<file path="config.mk">
export PLATFORM = sky130hd
export DESIGN_NAME = note_player
export DESIGN_NICKNAME = d
export VERILOG_FILES = /design/src/rtl/note_player.sv
export SDC_FILE = /design/constraint.sdc
export NUM_CORES = 1
export LEC_CHECK = 0
export CAP_MARGIN = 20
export CORE_ASPECT_RATIO = 0.75
export CORE_MARGIN = 5
export CORE_UTILIZATION = 33
export CTS_CLUSTER_DIAMETER = 50
export DETAILED_ROUTE_END_ITERATION = 10
export PLACE_DENSITY_LB_ADDON = 0.05
export SLEW_MARGIN = 0
export SYNTH_ARGS = -nofsm -noshare
export SYNTH_HDL_FRONTEND = slang
export SYNTH_SLANG_ARGS = --single-unit
</file>
<file path="constraint.sdc">
create_clock -name sysclk -period 3.2 [get_ports sysclk]
set_clock_uncertainty 0.2 [all_clocks]
set_input_delay 0.48 -clock sysclk [delete_from_list [all_inputs] [get_ports sysclk]]
set_output_delay 0.48 -clock sysclk [all_outputs]
set_load 0.1 [all_outputs]
</file>
<file path="src/rtl/note_player.sv">
// note_player
//   Plays note codes handed over by the music sequencer as a square wave on the
//   buzzer. Each note is buffered in a small FIFO, loaded, played for a fixed
//   beat and followed by a silent gap. Once the sequencer's end marker has been
//   seen and every buffered note has finished, done pulses for one cycle.
//
//   Handshake: note_vld / seq_end are one-cycle strobes with no acknowledge.
//   note_rdy is advisory only; a note strobed while the buffer is full and no
//   slot is being freed in the same cycle is dropped and overflow latches high.
//
// Parameters
//   PRESCALE    clocks per note_code LSB (power of 2)
//   BEAT_CYC    PLAY length per note in cycles (>= 2)
//   GAP_CYC     silent gap after each note in cycles (>= 1)
//   FIFO_DEPTH  note buffer entries (power of 2, >= 2)
//
// Ports
//   sysclk     in   system clock, rising edge
//   rst        in   synchronous reset, active-high
//   note_code  in   half-period code, 0 = rest
//   note_vld   in   note_code valid strobe
//   seq_end    in   sequence finished strobe
//   mute       in   forces buzz low without affecting timing
//   note_rdy   out  buffer not full
//   buzz       out  square-wave buzzer drive
//   playing    out  high in LOAD, PLAY and GAP
//   done       out  one-cycle pulse after the last note following seq_end
//   overflow   out  sticky: a note was dropped because the buffer was full
module note_player #(
    parameter int PRESCALE   = 64,
    parameter int BEAT_CYC   = 12500000,
    parameter int GAP_CYC    = 500000,
    parameter int FIFO_DEPTH = 4
) (
    input  logic       sysclk,
    input  logic       rst,
    input  logic [9:0] note_code,
    input  logic       note_vld,
    input  logic       seq_end,
    input  logic       mute,
    output logic       note_rdy,
    output logic       buzz,
    output logic       playing,
    output logic       done,
    output logic       overflow
);

    localparam int PS_W   = $clog2(PRESCALE);
    localparam int HP_W   = 10 + PS_W;
    localparam int BEAT_W = $clog2(BEAT_CYC);
    localparam int GAP_W  = $clog2(GAP_CYC + 1);
    localparam int PTR_W  = $clog2(FIFO_DEPTH);

    typedef enum logic [2:0] {
        IDLE = 3'd0,
        LOAD = 3'd1,
        PLAY = 3'd2,
        GAP  = 3'd3,
        DONE = 3'd4
    } state_t;

    state_t state;
    state_t state_nxt;

    // ------------------------------------------------------------------
    // Note FIFO. Pointers carry one extra wrap bit to tell full from empty.
    // ------------------------------------------------------------------
    logic [9:0]     mem [FIFO_DEPTH];
    logic [PTR_W:0] wr_ptr;
    logic [PTR_W:0] rd_ptr;
    logic           empty;
    logic           full;
    logic           pop;
    logic           push;

    assign empty = (wr_ptr == rd_ptr);
    assign full  = (wr_ptr[PTR_W] != rd_ptr[PTR_W]) &&
                   (wr_ptr[PTR_W-1:0] == rd_ptr[PTR_W-1:0]);

    // A pop in the same cycle frees a slot, so a full buffer still accepts.
    assign push = note_vld && (!full || pop);

    always_ff @(posedge sysclk) begin
        if (rst) begin
            wr_ptr <= '0;
            rd_ptr <= '0;
        end else begin
            if (push) wr_ptr <= wr_ptr + (PTR_W+1)'(1);
            if (pop)  rd_ptr <= rd_ptr + (PTR_W+1)'(1);
        end
    end

    // Storage needs no reset: entries are only read after being written.
    always_ff @(posedge sysclk) begin
        if (push) mem[wr_ptr[PTR_W-1:0]] <= note_code;
    end

    // ------------------------------------------------------------------
    // Sticky overflow and pending end marker
    // ------------------------------------------------------------------
    logic end_pend;

    always_ff @(posedge sysclk) begin
        if (rst) begin
            overflow <= 1'b0;
            end_pend <= 1'b0;
        end else begin
            if (note_vld && full && !pop) overflow <= 1'b1;
            // A fresh end marker arriving while DONE is shown is kept.
            if (seq_end)            end_pend <= 1'b1;
            else if (state == DONE) end_pend <= 1'b0;
        end
    end

    // ------------------------------------------------------------------
    // Counters and tone generator
    // ------------------------------------------------------------------
    logic [9:0]        cur_code;
    logic [HP_W-1:0]   hp;
    logic [HP_W-1:0]   half_cnt;
    logic [BEAT_W-1:0] beat_cnt;
    logic [GAP_W-1:0]  gap_cnt;
    logic              buzz_q;
    logic              beat_last;
    logic              gap_last;

    assign beat_last = (beat_cnt == BEAT_W'(BEAT_CYC - 1));
    assign gap_last  = (gap_cnt  == GAP_W'(GAP_CYC - 1));

    // ------------------------------------------------------------------
    // FSM: state register
    // ------------------------------------------------------------------
    always_ff @(posedge sysclk) begin
        if (rst) state <= IDLE;
        else     state <= state_nxt;
    end

    // ------------------------------------------------------------------
    // FSM: next state
    // ------------------------------------------------------------------
    always_comb begin
        state_nxt = state;
        case (state)
            IDLE: begin
                if (!empty)        state_nxt = LOAD;
                else if (end_pend) state_nxt = DONE;
            end
            LOAD: state_nxt = PLAY;
            PLAY: begin
                if (beat_last) state_nxt = GAP;
            end
            GAP: begin
                if (gap_last) begin
                    if (!empty)        state_nxt = LOAD;
                    else if (end_pend) state_nxt = DONE;
                    else               state_nxt = IDLE;
                end
            end
            DONE:    state_nxt = IDLE;
            default: state_nxt = IDLE;
        endcase
    end

    // ------------------------------------------------------------------
    // FSM: outputs
    // ------------------------------------------------------------------
    always_comb begin
        pop     = 1'b0;
        playing = 1'b0;
        done    = 1'b0;
        case (state)
            IDLE: pop = !empty;
            LOAD: playing = 1'b1;
            PLAY: playing = 1'b1;
            GAP: begin
                playing = 1'b1;
                pop     = gap_last && !empty;
            end
            DONE:    done = 1'b1;
            default: ;
        endcase
    end

    // ------------------------------------------------------------------
    // Datapath
    // ------------------------------------------------------------------
    always_ff @(posedge sysclk) begin
        if (rst) begin
            cur_code <= '0;
            hp       <= '0;
            half_cnt <= '0;
            beat_cnt <= '0;
            gap_cnt  <= '0;
            buzz_q   <= 1'b0;
        end else begin
            // The popped entry is captured here so LOAD sees a stable code.
            if (pop) cur_code <= mem[rd_ptr[PTR_W-1:0]];

            case (state)
                LOAD: begin
                    hp       <= HP_W'(cur_code) << PS_W;
                    half_cnt <= '0;
                    beat_cnt <= '0;
                    gap_cnt  <= '0;
                    buzz_q   <= 1'b0;
                end
                PLAY: begin
                    beat_cnt <= beat_cnt + BEAT_W'(1);
                    gap_cnt  <= '0;
                    // hp == 0 is a rest: the tone generator stays idle.
                    if (hp != '0) begin
                        if (half_cnt == hp - HP_W'(1)) begin
                            half_cnt <= '0;
                            buzz_q   <= ~buzz_q;
                        end else begin
                            half_cnt <= half_cnt + HP_W'(1);
                        end
                    end
                    // Last beat cycle overrides any toggle so the gap is silent.
                    if (beat_last) buzz_q <= 1'b0;
                end
                GAP: begin
                    gap_cnt <= gap_cnt + GAP_W'(1);
                    buzz_q  <= 1'b0;
                end
                default: buzz_q <= 1'b0;
            endcase
        end
    end

    assign buzz     = buzz_q & ~mute;
    assign note_rdy = !full;

endmodule

</file>
# After elaboration in Yosys (flattened, before gate mapping)
# Memory sizes are Yosys's and may differ from the RTL's. A register that Yosys moved wholly into a read port is not among the register bits.
# Index checks and enable logic that the tools add are counted.
[totals]
mem_count = 1
word_cells = 74
mem_bits_rw = 40
register_bits = 81
output_inout_bits = 5
in_bits = 15
[memory_table]
columns = ["name", "words", "word_bits", "read_ports", "rd_clocked_by_memory_dff", "wr", "line", "rtl"]
rows = [
  ["mem", 4, 10, 1, 1, 1, "68", "logic [9:0] mem [FIFO_DEPTH];"],
]
[classes]
n_addsub = 6
n_reduce_logical = 20
n_bitwise = 4
eq_ne = 14
n_mux = 19
[ops]
columns = ["operator", "count"]
rows = [
  ["case mux 24 bit (2 select lines)", 1],
  ["case mux 19 bit (2 select lines)", 1],
  ["2-to-1 mux 16 bit", 2],
  ["case mux 16 bit (2 select lines)", 1],
  ["adder 24 x 1 -> 24 bit (second input constant)", 1],
  ["equality test 24 bit (second input constant)", 1],
  ["adder 19 x 1 -> 19 bit (second input constant)", 1],
  ["equality test 19 bit (second input constant)", 1],
  ["2-to-1 mux 3 bit", 6],
  ["adder 16 x 1 -> 16 bit (second input constant)", 1],
  ["equality test 16 bit", 1],
  ["nonzero test 16 bit", 1],
  ["subtractor 16 x 1 -> 16 bit (second input constant)", 1],
  ["case mux 3 bit (4 select lines)", 1],
  ["adder 3 x 1 -> 3 bit (second input constant)", 2],
  ["equality test 3 x 2 -> 1 bit (second input constant)", 2],
  ["2-to-1 mux 1 bit", 6],
  ["inequality test 2 bit (second input constant)", 3],
  ["nonzero test 2 bit", 3],
  ["OR reduction 3 bit", 2],
  ["logical AND 1 bit", 5],
  ["AND reduction 2 bit", 2],
  ["equality test 3 x 1 -> 1 bit (second input constant)", 1],
  ["equality test 3 bit", 1],
  ["12 further kinds", 16],
]

# Depth between registers and ports, before layout
# Gate-level depths: netlist of the first run.
[depth]
depth_word = 8
ltp_mapped = 11
ltp_nobuf = 9

# Worst setup path before layout of the first run
# No wires, ideal clock.
[synth_timing]
path_kind = "flip-flop to flip-flop"
from = "register hp[8]"
to = "register buzz_q"
t_required_ns = 2.941
path_stages_with_launch = 9
setup_slack_ns = 0.354
t_arrival_ns = 2.586
path_cell_list = "dfxtp_1 -> buf_6 -> or4_4 -> or4_4 -> xnor2_1 -> nor3b_1 -> o221ai_4 -> or4_1 -> nand2_1"
[synth_via]
elab_chain_len = 3
elab_cells_between_ends = 4
cone_classes = "add/sub: 1; eq/ne: 1; reduce/logical: 2"
[synth_rtl]
columns = ["element", "line", "rtl"]
rows = [
  ["start, declared", "119", "logic [HP_W-1:0] hp;"],
  ["start signal, assigned", "201", "hp <= HP_W'(cur_code) << PS_W;"],
  ["subtractor 16 x 1 -> 16 bit", "212", "if (half_cnt == hp - HP_W'(1)) begin"],
  ["equality test 16 bit", "212", ""],
  ["AND reduction 2 bit (no source line) *", "-", ""],
  ["end signal, assigned", "214", "buzz_q <= ~buzz_q;"],
  ["end, declared", "123", "logic buzz_q;"],
]
# Every way passes the cells marked *; elsewhere a longest branch is shown, timed or not.
# A chain may end at the register's enable or synchronous reset.

# Worst setup path after layout of the first run
[layout_timing]
from = "register hp[9]"
to = "register buzz_q"
# The elaborated chain is that of the path after synthesis.

==> results of run 1 <==
kinds of logic after synthesis:
kind of cell | Yosys count | synth area share, %
adder cells (fa/ha/maj) | 9 | 1.81
AND/OR/NAND/NOR | 299 | 24.6
multiplexers | 26 | 6.28
XOR/XNOR | 18 | 2.54
buffers and inverters | 49 | 3.48
AO/OA/AOI/OAI | 118 | 12.7
flip-flops | 131 | 48.6
Yosys cell counts (3+ instances only):
cell	count
dfxtp_1	91
nor2_1	79
nand2_1	71
a21oi_1	42
edfxtp_1	40
nand3_1	36
clkbuf_1	24
nor3_1	20
inv_1	15
mux2i_1	12
and3_1	11
o21ai_0	11
mux4_2	10
nand4_1	10
xor2_1	10
ha_1	9
nor4_1	9
o211ai_1	9
or3_1	9
a22oi_1	8
or2_2	8
xnor2_1	8
a311oi_1	7
and2_1	7
o21ai_1	7
a31oi_1	6
o21a_1	6
nand4b_1	5
mux2_2	4
nand2b_1	4
and3b_1	3
and4_1	3
buf_1	3
buf_6	3
o31ai_2	3
or4_1	3
how the worst max path moves through the flow:
stage                  startpoint             endpoint  slack [ps]
4_1_cts        hp[9]$_SDFFE_PP0P_  buzz_q$_SDFFE_PP0P_         190
3_5_place_dp   hp[9]$_SDFFE_PP0P_  buzz_q$_SDFFE_PP0P_         210
6_report       hp[9]$_SDFFE_PP0P_  buzz_q$_SDFFE_PP0P_         200
3_3_place_gp   hp[9]$_SDFFE_PP0P_  buzz_q$_SDFFE_PP0P_         250
2_1_floorplan  hp[8]$_SDFFE_PP0P_  buzz_q$_SDFFE_PP0P_         350
5_1_grt        hp[9]$_SDFFE_PP0P_  buzz_q$_SDFFE_PP0P_         100
metal layers:
layer / track usage, % / routed length [um] / vias to the layer above
met5: 0 / 0 / -
met3: 3.50 / 445 / 14
li1: - / - / 2439
met4: 5.44 / 148 / 0
met2: 19.0 / 5710 / 65
met1: 19.8 / 7530 / 2218
state kept, by name (all words and copies together), names as in the netlist, 3 cells and up:
name	flops
state	3
rd_ptr	3
beat_cnt	24
cur_code	10
mem	40
gap_cnt	19
hp	10
half_cnt	16
wr_ptr	3
stage by stage:
step                hold WS (ps)  total power (W)  std cells  util [%]
floorplan                    231          0.00288        650         -
global placement             244          0.00321        899      36.1
detailed placement           249          0.00322        899      36.1
CTS                          206          0.00521        931      39.4
global route                 239          0.00543        931      39.4
finish                       234          0.00513        931      39.4
area by class of cell:
class                   instances  area, um2
multi-input cells             470       2980
repair buffers                 36        313
well taps                     247        309
flip-flops and latches        131       3020
clock buffers                  17        425
clock inverters                15        188
inverters                      15       56.3
fillers                      1828      11200
power breakdown:
group	leakage, nW	internal (W)	total (W)	switching [W]
clock	0.294	0.00106	0.00196	0.000897
combinational	1.09	0.000487	0.00124	0.000753
sequential	1.10	0.00184	0.00193	0.0000931
total	2.49	0.00339	0.00513	0.00174
cell usage in the layout (no fill, tap or decap), types with 10 or more instances in the layout:
cell / n
a21oi_1: 42
and3_1: 11
buf_4: 21
clkbuf_16: 17
clkdlybuf4s50_1: 13
dfxtp_1: 91
edfxtp_1: 40
inv_1: 15
mux2i_1: 12
mux4_2: 10
nand2_1: 71
nand3_1: 36
nand4_1: 10
nor2_1: 79
nor3_1: 19
o21ai_0: 11
xor2_1: 10
worst max-delay path, delay by kind of cell, from the launching register on:
| family | cells | cell delay, ps |
|---|---|---|
| xor+xnor | 1 | 150 |
| flops | 1 | 360 |
| compound gates | 1 | 280 |
| simple gates | 5 | 1960 |
==> summary.txt, run 1 <==
Detailed routing
  • Drt total wl: 13800 um
  • Initial DRC count: 259
  • Via count: 4736
  • Final antenna-violating net count: 0
  • Final routed DRC violation total: 0
  • DR pass1 iterations: 4
  • Via density: 5.09
  • Routed WL per cell: 14.9 um

Logic synthesis
  • Most used DFF post-synth: dfxtp_1
  • YS warnings: 0
  • Synthesized instance count: 650
  • Post-synth ARST share: 0%
  • Synth Register Bits: 131
  • Mean Syn Cell Area: 9.56 um2
  • Post-synthesis sequential area ratio: 48.6%
  • Synth top area cells: dfxtp_1, edfxtp_1, nor2_1
  • Biggest area consumer among synthesized cells: dfxtp_1
  • Unique masters post-synth: 69
  • Number of synthesized flops with an enable pin: 40
  • Synth top area share: 29.3%
  • Synthesized area: 6220 um2
  • Synth Net Count: 674

Status
  • Status: complete, no violations

Clock network
  • CTS tree: built
  • CTS hold repair buffers: 0
  • Post-CTS Setup Repair Bufs: 0
  • Clock buffer depth: 2
  • Worst skew pair latency: 430 ps
  • Clock transition at the registers of the reported paths: 70 ps
  • Clk root buf: clkbuf_16
  • CTS buffer count: 17
  • CTS sink cnt: 131
  • Post-cts gate resize count: 0
  • H-tree depth reported by CTS: 4

Power and ir drop
  • Peak VDD IR: 0.295 mV
  • PD cells: 703 nW/um2
  • Leakage power: 2.49 nW

STA
  • PnR worst setup slack: 202 ps
  • RSZ-0062 raised after global routing: false
  • Least-Margin Pin Slew: 817 ps
  • Setup TNS: 0 ps
  • Final Max Slew Viols: 0
  • Slew HR: 45.4%
  • Part of the cycle the worst path needs: 93.7%
  • Final Critical Period: 3000 ps
  • Setup Viol. Count Final: 0
  • Fin. Hold Viols: 0
  • Fmax: 334 MHz

Place
  • Pre-CTS setup slack: 209 ps
  • Area after DPL: 6680 um2
  • Post-DP HPWL: 9350 um
  • Gp weighted congestion: 0.766
  • Port bufs: 19

Critical path
  • Worst R2R End: buzz_q$_SDFFE_PP0P_
  • Worst Path Class, Setup: reg2reg
  • Crit path capture type: flop
  • Reg2Reg Depth: 7
  • Data required time of the worst path: 3370 ps
  • Top cell by count, worst path: or4_4
  • Startpoint Class: flop
  • Worst r2r src: hp[9]$_SDFFE_PP0P_
  • Crit path max fanout: 12
  • Worst reg-to-reg setup slack: 200 ps
  • Crit-path cells: or4_4, or4_4, xnor2_1, nor3b_1, o221ai_4, or4_1, nand2_1
  • Slowest Stage Delay on Critical Path: 550 ps
  • Slowest-stage cell, CP: or4_4
  • Critical path arrival: 3170 ps

Global routing
  • Vias in the first global route: 4542
  • First-pass GRT wire length: 23500 um
  • Largest net degree at the start of global routing: 41
  • Initial antenna violation count: 0
  • GRT Util Overall: 13.5%
  • GRT overflow: 0

Finish
  • Diode count: 0
  • # nets final: 695
  • Layout cells sized above 1: 13.3%
  • Final instance area: 7300 um2
  • Area grow syn2layout: 17.4%

Floorplan
  • Num rows: 43
  • Initial core utilization: 33.6%
  • Die area: 21700 um2
  • Core footprint: 18500 um2
  • Die width: 168 um
  • Die Ht: 129 um
  • Io pins: 20

Run
  • Max Cap Viol: 0

Min path
  • Endpoint, Worst Hold: half_cnt[15]$_SDFFE_PP0P_
  • Hold Crit Class: in2reg
  • Min-Delay Startpoint: rst
  • Hold path depth: 3
(Power assumes the default switching activity.)
==> inputs of run 2 (changes only) <==
Settings changed: ABC_CLOCK_PERIOD_IN_PS set to 3200, CORE_ASPECT_RATIO 0.75 to unset, DONT_BUFFER_PORTS set to 1.
==> summary.txt, run 2 (synthesis gave the netlist of run 1 again) <==
Detailed routing
  • Routed WL per cell: 14.7 um (-1.0%)
  • Via count: 4713 (-0.49%)
  • DR pass1 iterations: 5 (+1)
  • Drt total wl: 13400 um (-3.2%)
  • Final routed DRC violation total: 0 (unchanged)
  • Final antenna-violating net count: 0 (unchanged)
  • Initial DRC count: 259 (unchanged)
  • Via density: 5.17 (+1.7%)

Clock network
  • H-tree depth reported by CTS: 4 (unchanged)
  • Clock buffer depth: 2 (unchanged)
  • Clk root buf: clkbuf_16
  • CTS sink cnt: 131 (unchanged)
  • Clock transition at the registers of the reported paths: 70 ps (about the same)
  • Worst skew pair latency: 410 ps (-20 ps)
  • CTS buffer count: 17 (unchanged)
  • CTS tree: built

Floorplan
  • Core footprint: 18600 um2 (+0.73%)
  • Io pins: 20 (unchanged)
  • Num rows: 50 (+16%)
  • Die area: 21700 um2 (-0.13%)
  • Die Ht: 147 um (+14%)
  • Die width: 147 um (-13%)
  • Initial core utilization: 33.3% (-0.24 points)

Finish
  • Layout cells sized above 1: 12.9% (-0.45 points)
  • Max FFs per register: 40 (unchanged)
  • Diode count: 0 (unchanged)
  • Commonest cells after routing, fill and taps aside: dfxtp_1, nor2_1, nand2_1
  • Fill cells: 1838 (+0.55%)
  • Register Area: 3020 um2 (unchanged)
  • Final std cells w/o fill: 911 (-2.1%)
  • Area grow syn2layout: 16.5%
  • Final Util: 38.8% (-0.59 points)
  • Multi-input gate area: 2980 um2 (about the same)
  • Commonest non-fill, non-tap cell in the layout: dfxtp_1
  • # nets final: 688 (-1.0%)

Global routing
  • Vias in the first global route: 4604 (+1.4%)
  • GRT Util Overall: 13.0% (-0.57 points)
  • Largest net degree at the start of global routing: 77 (+88%)
  • First-pass GRT wire length: 23000 um (-1.8%)
  • Initial antenna violation count: 0 (unchanged)
  • GRT overflow: 0 (unchanged)

Place
  • Dpl cells: 867 (-3.6%)
  • Port bufs: 0 (-19)
  • Post-DP HPWL: 8870 um (-5.2%)
  • Gp weighted congestion: 0.762 (-0.52%)

Status
  • Status: complete, no violations

STA
  • Setup TNS: 0 ps (unchanged)
  • Fin. Hold Viols: 0 (unchanged)
  • Final Critical Period: 3000 ps (-1.17 ps)
  • Fmax: 334 MHz (about the same)
  • Setup Viol. Count Final: 0 (unchanged)
  • Least-Margin Pin Slew: 981 ps (+165 ps)
  • WHS: 33.1 ps (-201 ps)
  • Part of the cycle the worst path needs: 93.6% (about the same)
  • Final Max Slew Viols: 0 (unchanged)
  • RSZ-0062 raised after global routing: false
  • Slew HR: 34.5% (-11 points)

Run
  • Max Cap Viol: 0 (unchanged)

Critical path
  • Data required time of the worst path: 3290 ps (-80 ps)
  • Crit path max fanout: 14 (+2)
  • Crit path capture type: flop
  • Critical path arrival: 3080 ps (-90 ps)
  • Worst Path Class, Setup: reg2reg
  • Startpoint Class: flop

Power and ir drop
  • Leakage power: 2.46 nW (-1.1%)
  • PD cells: 704 nW/um2 (+0.17%)
  • Peak VDD IR: 0.371 mV (+26%)

Min path
  • Hold Crit Class: in2reg
run 2: cell types whose count changed in the layout (fill, tap and decap cells not counted):
cell and change:
buf_16 +1, buf_2 -1, buf_4 -5, clkdlybuf4s50_1 -13, clkinv_4 -1, clkinv_8 -1
dlygate4sd3_1 +11, inv_6 +2, nor2b_1 -1, nor2b_2 +1
run 2: area by class of cell:
cell class	instances	share of cell area [%]
clock buffers	17	5.88
clock inverters	15	2.49
inverters	15	0.778
multi-input cells	470	41.2
flip-flops and latches	131	41.8
well taps	234	4.04
repair buffers	29	3.84
run 2: critical path, stage by stage, from the launching register on:
cell and delay [ps]:
dfxtp_1 380, or4_4 580, or4_4 460, xnor2_1 140, nor3b_1 350, o221ai_4 180
buf_4 220, nand2_2 240, o22ai_1 110
run 2: worst paths after layout:
| kind | endpoint | slack (ps) | startpoint | cells after the start |
|---|---|---|---|---|
| worst max-delay path | half_cnt[3]$_SDFFE_PP0P_ | 200 | hp[8]$_SDFFE_PP0P_ | 8 |
| worst min-delay path | overflow$_SDFFE_PP0P_ | 30 | note_vld | 2 |
| worst max register to register | half_cnt[3]$_SDFFE_PP0P_ | 200 | hp[8]$_SDFFE_PP0P_ | 8 |
| worst min register to register | hp[11]$_SDFFE_PP0P_ | 250 | cur_code[5]$_SDFFE_PP0N_ | 2 |
run 2: timing repair:
item,CTS,global route
hold buffers,12,0
hold endpoints to repair,116,0
resized for setup,0,0
buffers inserted,0,0
run 2: metal layers:
layer / GRT usage [%] / wire length [um] / vias to the layer above
li1: - / - / 2414
met1: 17.7 / 6800 / 2231
met2: 20.4 / 6040 / 59
met3: 3.64 / 427 / 9
met4: 3.17 / 123 / 0
met5: 0 / 0 / -
run 2: power breakdown:
| group | leakage, nW | internal, W | total, W | switching (W) |
|---|---|---|---|---|
| Clock | 0.292 | 0.00106 | 0.00195 | 0.000891 |
| Combinational | 1.06 | 0.000487 | 0.00121 | 0.000726 |
| Sequential | 1.10 | 0.00184 | 0.00193 | 0.0000959 |
run 2: stage by stage:
stage / area, um2 / power (W) / worst slack [ps]
after global routing: 7240 / 0.00540 / 33.4
after floorplan: 6220 / 0.00288 / 354
after CTS: 7240 / 0.00519 / 196
final: 7240 / 0.00510 / 203
after global placement: 6500 / 0.00316 / 281
after detailed placement: 6500 / 0.00317 / 242
==> RTL change 1, RTL diff (config.mk and constraints of run 1) <==
Register the output `overflow` once more, cleared by the reset; this adds one clock of latency there. The other outputs are not delayed to match. Comments in the files are not updated.
--- a/src/rtl/note_player.sv
+++ b/src/rtl/note_player.sv
@@ -61,2 +61,4 @@
 
+    logic overflow_s0;
+
     state_t state;
@@ -104,6 +106,6 @@
         if (rst) begin
-            overflow <= 1'b0;
+            overflow_s0 <= 1'b0;
             end_pend <= 1'b0;
         end else begin
-            if (note_vld && full && !pop) overflow <= 1'b1;
+            if (note_vld && full && !pop) overflow_s0 <= 1'b1;
             // A fresh end marker arriving while DONE is shown is kept.
@@ -233,2 +235,10 @@
 
+    always_ff @(posedge sysclk) begin
+        if (rst) begin
+            overflow <= '0;
+        end else begin
+            overflow <= overflow_s0;
+        end
+    end
+
 endmodule
Behaviour: not the same (a bounded check fails within 10 cycles, from zero or initial values and one cycle with rst high).
==> RTL change 1 against run 1 <==
- routed wire length grew 0.69%
- critical endpoint is now half_cnt[5]
- worst setup slack improved by 0.17 ns
- synthesized area fell by 1.3%
- sequential cell count is 1 higher
- power down 0.12%
- count of clock-buffer cells in the layout stayed put
- cell area fell by 0.99%
- hold slack improved by 0.025 ns
==> RTL change 1: results (changes against run 1) <==
** Drt
- DR pass1 iterations :: 5 (+1)
- The via count was 4688 (-1.0%).
- Final routed wire length divided by cell count :: 15.22 um (+2.4%)
- Number of DRC markers after the initial detailed-route iteration :: 277 (+6.9%)

** Placement
- The post-placement cell area came to 6620 um^2 (-0.94%).
- The worst slack at placement was 0.4110 ns (+0.2025 ns).
- Dpl cells :: 883 (-1.8%)

** Timing
- Hold_ws :: 0.2589 ns (+0.02525 ns)
- The relative max-transition margin was 40.69% (-4.7 points).
- The minimum clock period came to 2.824 ns (-0.1735 ns).

** Final layout
- Final-layout fill cell count :: 1822 (-0.33%)
- Count of non-filler cells in the finished layout :: 915 (-1.7%)
- Share of layout cells above drive strength 1 :: 13.02% (-0.28 points)
- The post-layout net count was 679 (-2.3%).

** Global routing
- Pin count of the biggest net entering global routing :: 48 (+17%)
- Global router's overall resource usage :: 13.71% (+0.18 points)
- The global-route track usage on met2 is 20.53% (+1.5 points).
- Met3 layer usage reported by global route :: 4.038% (+0.54 points)

** Logic synthesis
- Ranked by instance count, the synthesized netlist is headed by sky130_fd_sc_hd__dfxtp_1 (92), sky130_fd_sc_hd__nor2_1 (77), sky130_fd_sc_hd__nand2_1 (61), sky130_fd_sc_hd__edfxtp_1 (40), sky130_fd_sc_hd__a21oi_1 (39).
- The synthesized netlist net count was 654 (-3.0%).
- The number of library cell types mapped by synthesis came to 63 (-8.7%).
- The number of instances in the synthesized netlist came to 630 (-3.1%).
- The sequential fraction of the synthesis area is 49.62% (+0.99 points).

** Critical path
- Worst endpoint data arrival time :: 2.91 ns (-0.26 ns)

** Power
- The static leakage was 2.445 nW (-1.7%).

** Min path
- Class of the tightest hold or removal check :: reg -> reg

** Outcome
- Result of the run :: completed
## RTL change 1: changes by cell type after synthesis, sizes merged, moves of 4 or more
| cell | change |
|---|---|
| buf | -6 |
| nand2 | -11 |
| a22oi | -4 |
| nand3 | -9 |
| or2 | -4 |
| o211ai | -4 |
| a21oi | -4 |
| nor3 | +10 |
| xnor2 | +7 |
| nor2b | +4 |
| and3 | -7 |
| mux2 | +4 |
## RTL change 1: logic make-up after synthesis
logic type                 Yosys count  share of synthesized area, %
AOI/OAI and AO/OA                  100                         10.22
xor gates and xnor gates            28                         3.999
adders and majority gates            9                         1.836
buffers and inverters               46                         3.040
DFF                                132                         49.62
muxes                               32                         7.427
and+or+nand+nor                    283                         23.85
## RTL change 1: where the power goes
| part | internal [mW] | switching [mW] |
|---|---|---|
| logic | 0.480 | 0.723 |
| clock network | 1.12 | 0.865 |
| registers | 1.85 | 0.0865 |
| total | 3.45 | 1.67 |
## RTL change 1: final timing paths
path | start | depth (start not counted) | endpoint
setup reg to reg | hp[6] | 8 | half_cnt[5]
hold reg to reg | cur_code[4] | 2 | hp[10]
setup / recovery | hp[6] | 8 | half_cnt[5]
hold / removal | cur_code[4] | 2 | hp[10]
## RTL change 1: critical path, stage by stage (launching register included)
cell and delay [ns]:
sky130_fd_sc_hd__dfxtp_1 0.37, sky130_fd_sc_hd__inv_1 0.09, sky130_fd_sc_hd__ha_1 0.23, sky130_fd_sc_hd__or4b_1 0.57
sky130_fd_sc_hd__o31ai_1 0.48, sky130_fd_sc_hd__a21oi_1 0.31, sky130_fd_sc_hd__nand3_1 0.19, sky130_fd_sc_hd__xor2_1 0.18
sky130_fd_sc_hd__nor3_1 0.06
## RTL change 1: area by class of cell
class | instances | area (um^2) | area share [%]
Clock buffer | 17 | 425.4 | 5.889
Clock inverter | 15 | 177.7 | 2.460
Inverter | 16 | 60.06 | 0.8315
Multi-Input combinational cell | 452 | 2908 | 40.26
Sequential cell | 132 | 3043 | 42.13
Tap cell | 247 | 309.0 | 4.279
Timing Repair Buffer | 36 | 300.3 | 4.157
## RTL change 1: layer usage
layer | up-vias | share of wire, %
met5 | - | 0
met4 | 0 | 1.1
met3 | 15 | 4.1
met2 | 75 | 42
met1 | 2243 | 52
li1 | 2355 | -
==> RTL change 2, RTL diff (settings of run 1) <==
Made on the original files. Set the parameter `PRESCALE` to 128 (it was 64).
--- a/src/rtl/note_player.sv
+++ b/src/rtl/note_player.sv
@@ -29,3 +29,3 @@
 module note_player #(
-    parameter int PRESCALE   = 64,
+    parameter int PRESCALE   = 128,
     parameter int BEAT_CYC   = 12500000,
Function: same outputs for any inputs over 10 cycles, from zero or initial values and one cycle with rst high; that may be too few to reach the edited logic, so the function may still have changed.
==> RTL change 2 against run 1 <==
- power increased by 0.45%
- largest power group unchanged
- cell area increased by 0.74%
- core utilization increased by 0.18 points
- synthesized area increased by 0.87%
- critical endpoint is now half_cnt[16]
- global-route usage increased by 0.37 points
- synthesized cell count increased by 0.62%
- sequential share of layout area about the same
- sequential cell count increased by 1
- worst setup slack improved by 0.13 ns
- routed wire length increased by 2.6%
==> RTL change 2: results (changes against run 1) <==
** Logic synthesis
- Most common library cells after synthesis :: sky130_fd_sc_hd__dfxtp_1 (92), sky130_fd_sc_hd__nor2_1 (90), sky130_fd_sc_hd__nand2_1 (61), sky130_fd_sc_hd__nand3_1 (41)
- The share of synthesized area spent on multiplexers is 7.224% (+0.94 points).
- The adder-cell area share of the yosys netlist is 1.796% (-0.016 points).
- Yosys attributes the largest share of cell area to sky130_fd_sc_hd__dfxtp_1 (29%), sky130_fd_sc_hd__edfxtp_1 (19%), sky130_fd_sc_hd__nor2_1 (5.4%).
- The fraction of the mapped netlist area in compound gates came to 13.99% (+1.3 points).
- XOR/XNOR Fraction of Synth Area :: 2.375% (-0.16 points)
- Mapped Nets :: 678 (+0.59%)
- The sequential fraction of the synthesis area came to 48.53% (-0.098 points).
- Syn Area/Cell :: 9.587 um^2 (+0.25%)

** Drt
- Final routed wire length divided by cell count :: 15.15 um (+2.0%)
- Number of DRC markers after the initial detailed-route iteration :: 293 (+13%)

** Critical path
- The largest individual stage delay along the critical path comes from the cell sky130_fd_sc_hd__a2111oi_4.
- Largest incremental delay on the critical path :: 0.43 ns (-0.12 ns)
- CP endpoint :: half_cnt[16]
- Tracing the worst setup path back leads to its startpoint at hp[7].

** Min path
- For hold timing, the worst endpoint is half_cnt[1].

** Final layout
- Final-layout fill cell count :: 1891 (+3.4%)
- The number of standard cells in the layout, taps in and fillers out is 937 (+0.64%).
- The post-layout net count is 701 (+0.86%).

** Placement
- Worst slack at placement :: 0.3201 ns (+0.1115 ns)
- The number of cells in the design after placement was 905 (+0.67%).
- The post-placement cell area came to 6741 um^2 (+0.88%).
- The weighted congestion reported at the end of routability-driven placement came to 0.7252 (-5.3%).

** Global routing
- Met1 usage :: 20.20% (+0.44 points)
- First-pass GRT wire length :: 24.25 mm (+3.4%)
- The number of global-route vias before repair is 4643 (+2.2%).
- GR Layer Usage met2 :: 20.42% (+1.4 points)
- The total routing resource utilization after global routing is 13.90% (+0.37 points).

** Power
- The static leakage is 2.504 nW (+0.67%).
- Maximum VDD drop :: 0.0003451 V (+17%)

** Outcome
- Result of the run :: completed

** Timing
- The worst setup slack after layout is 0.3317 ns (+0.1294 ns).
-- RTL change 2: changes by cell type after synthesis, sizes merged, moves of 6 or more --
| cell | before | now |
|---|---|---|
| nand2 | 72 | 62 |
| nor2 | 79 | 90 |
| nor3 | 21 | 10 |
| o211ai | 9 | 3 |
| o21a | 6 | 0 |
| o21ai | 18 | 29 |
-- RTL change 2: per-layer routing --
metal | part of all wire, % | vias up
li1 | - | 2442
met1 | 54 | 2289
met2 | 42 | 62
met3 | 3.6 | 11
met4 | 0.91 | 0
met5 | 0 | -
-- RTL change 2: final cells by class --
cell class	count	area share, %
clock buffer	17	5.788
clock inverter	15	2.486
inverter	14	0.7150
multi-input combinational	473	41.01
sequential	132	41.40
tap	247	4.205
timing repair buffer	39	4.392
-- RTL change 2: power breakdown --
group | leakage (nW) | internal [mW] | switching, mW | total [mW]
registers | 1.11 | 1.86 | 0.0878 | 1.94
logic | 1.10 | 0.490 | 0.762 | 1.25
clock network | 0.294 | 1.06 | 0.897 | 1.96
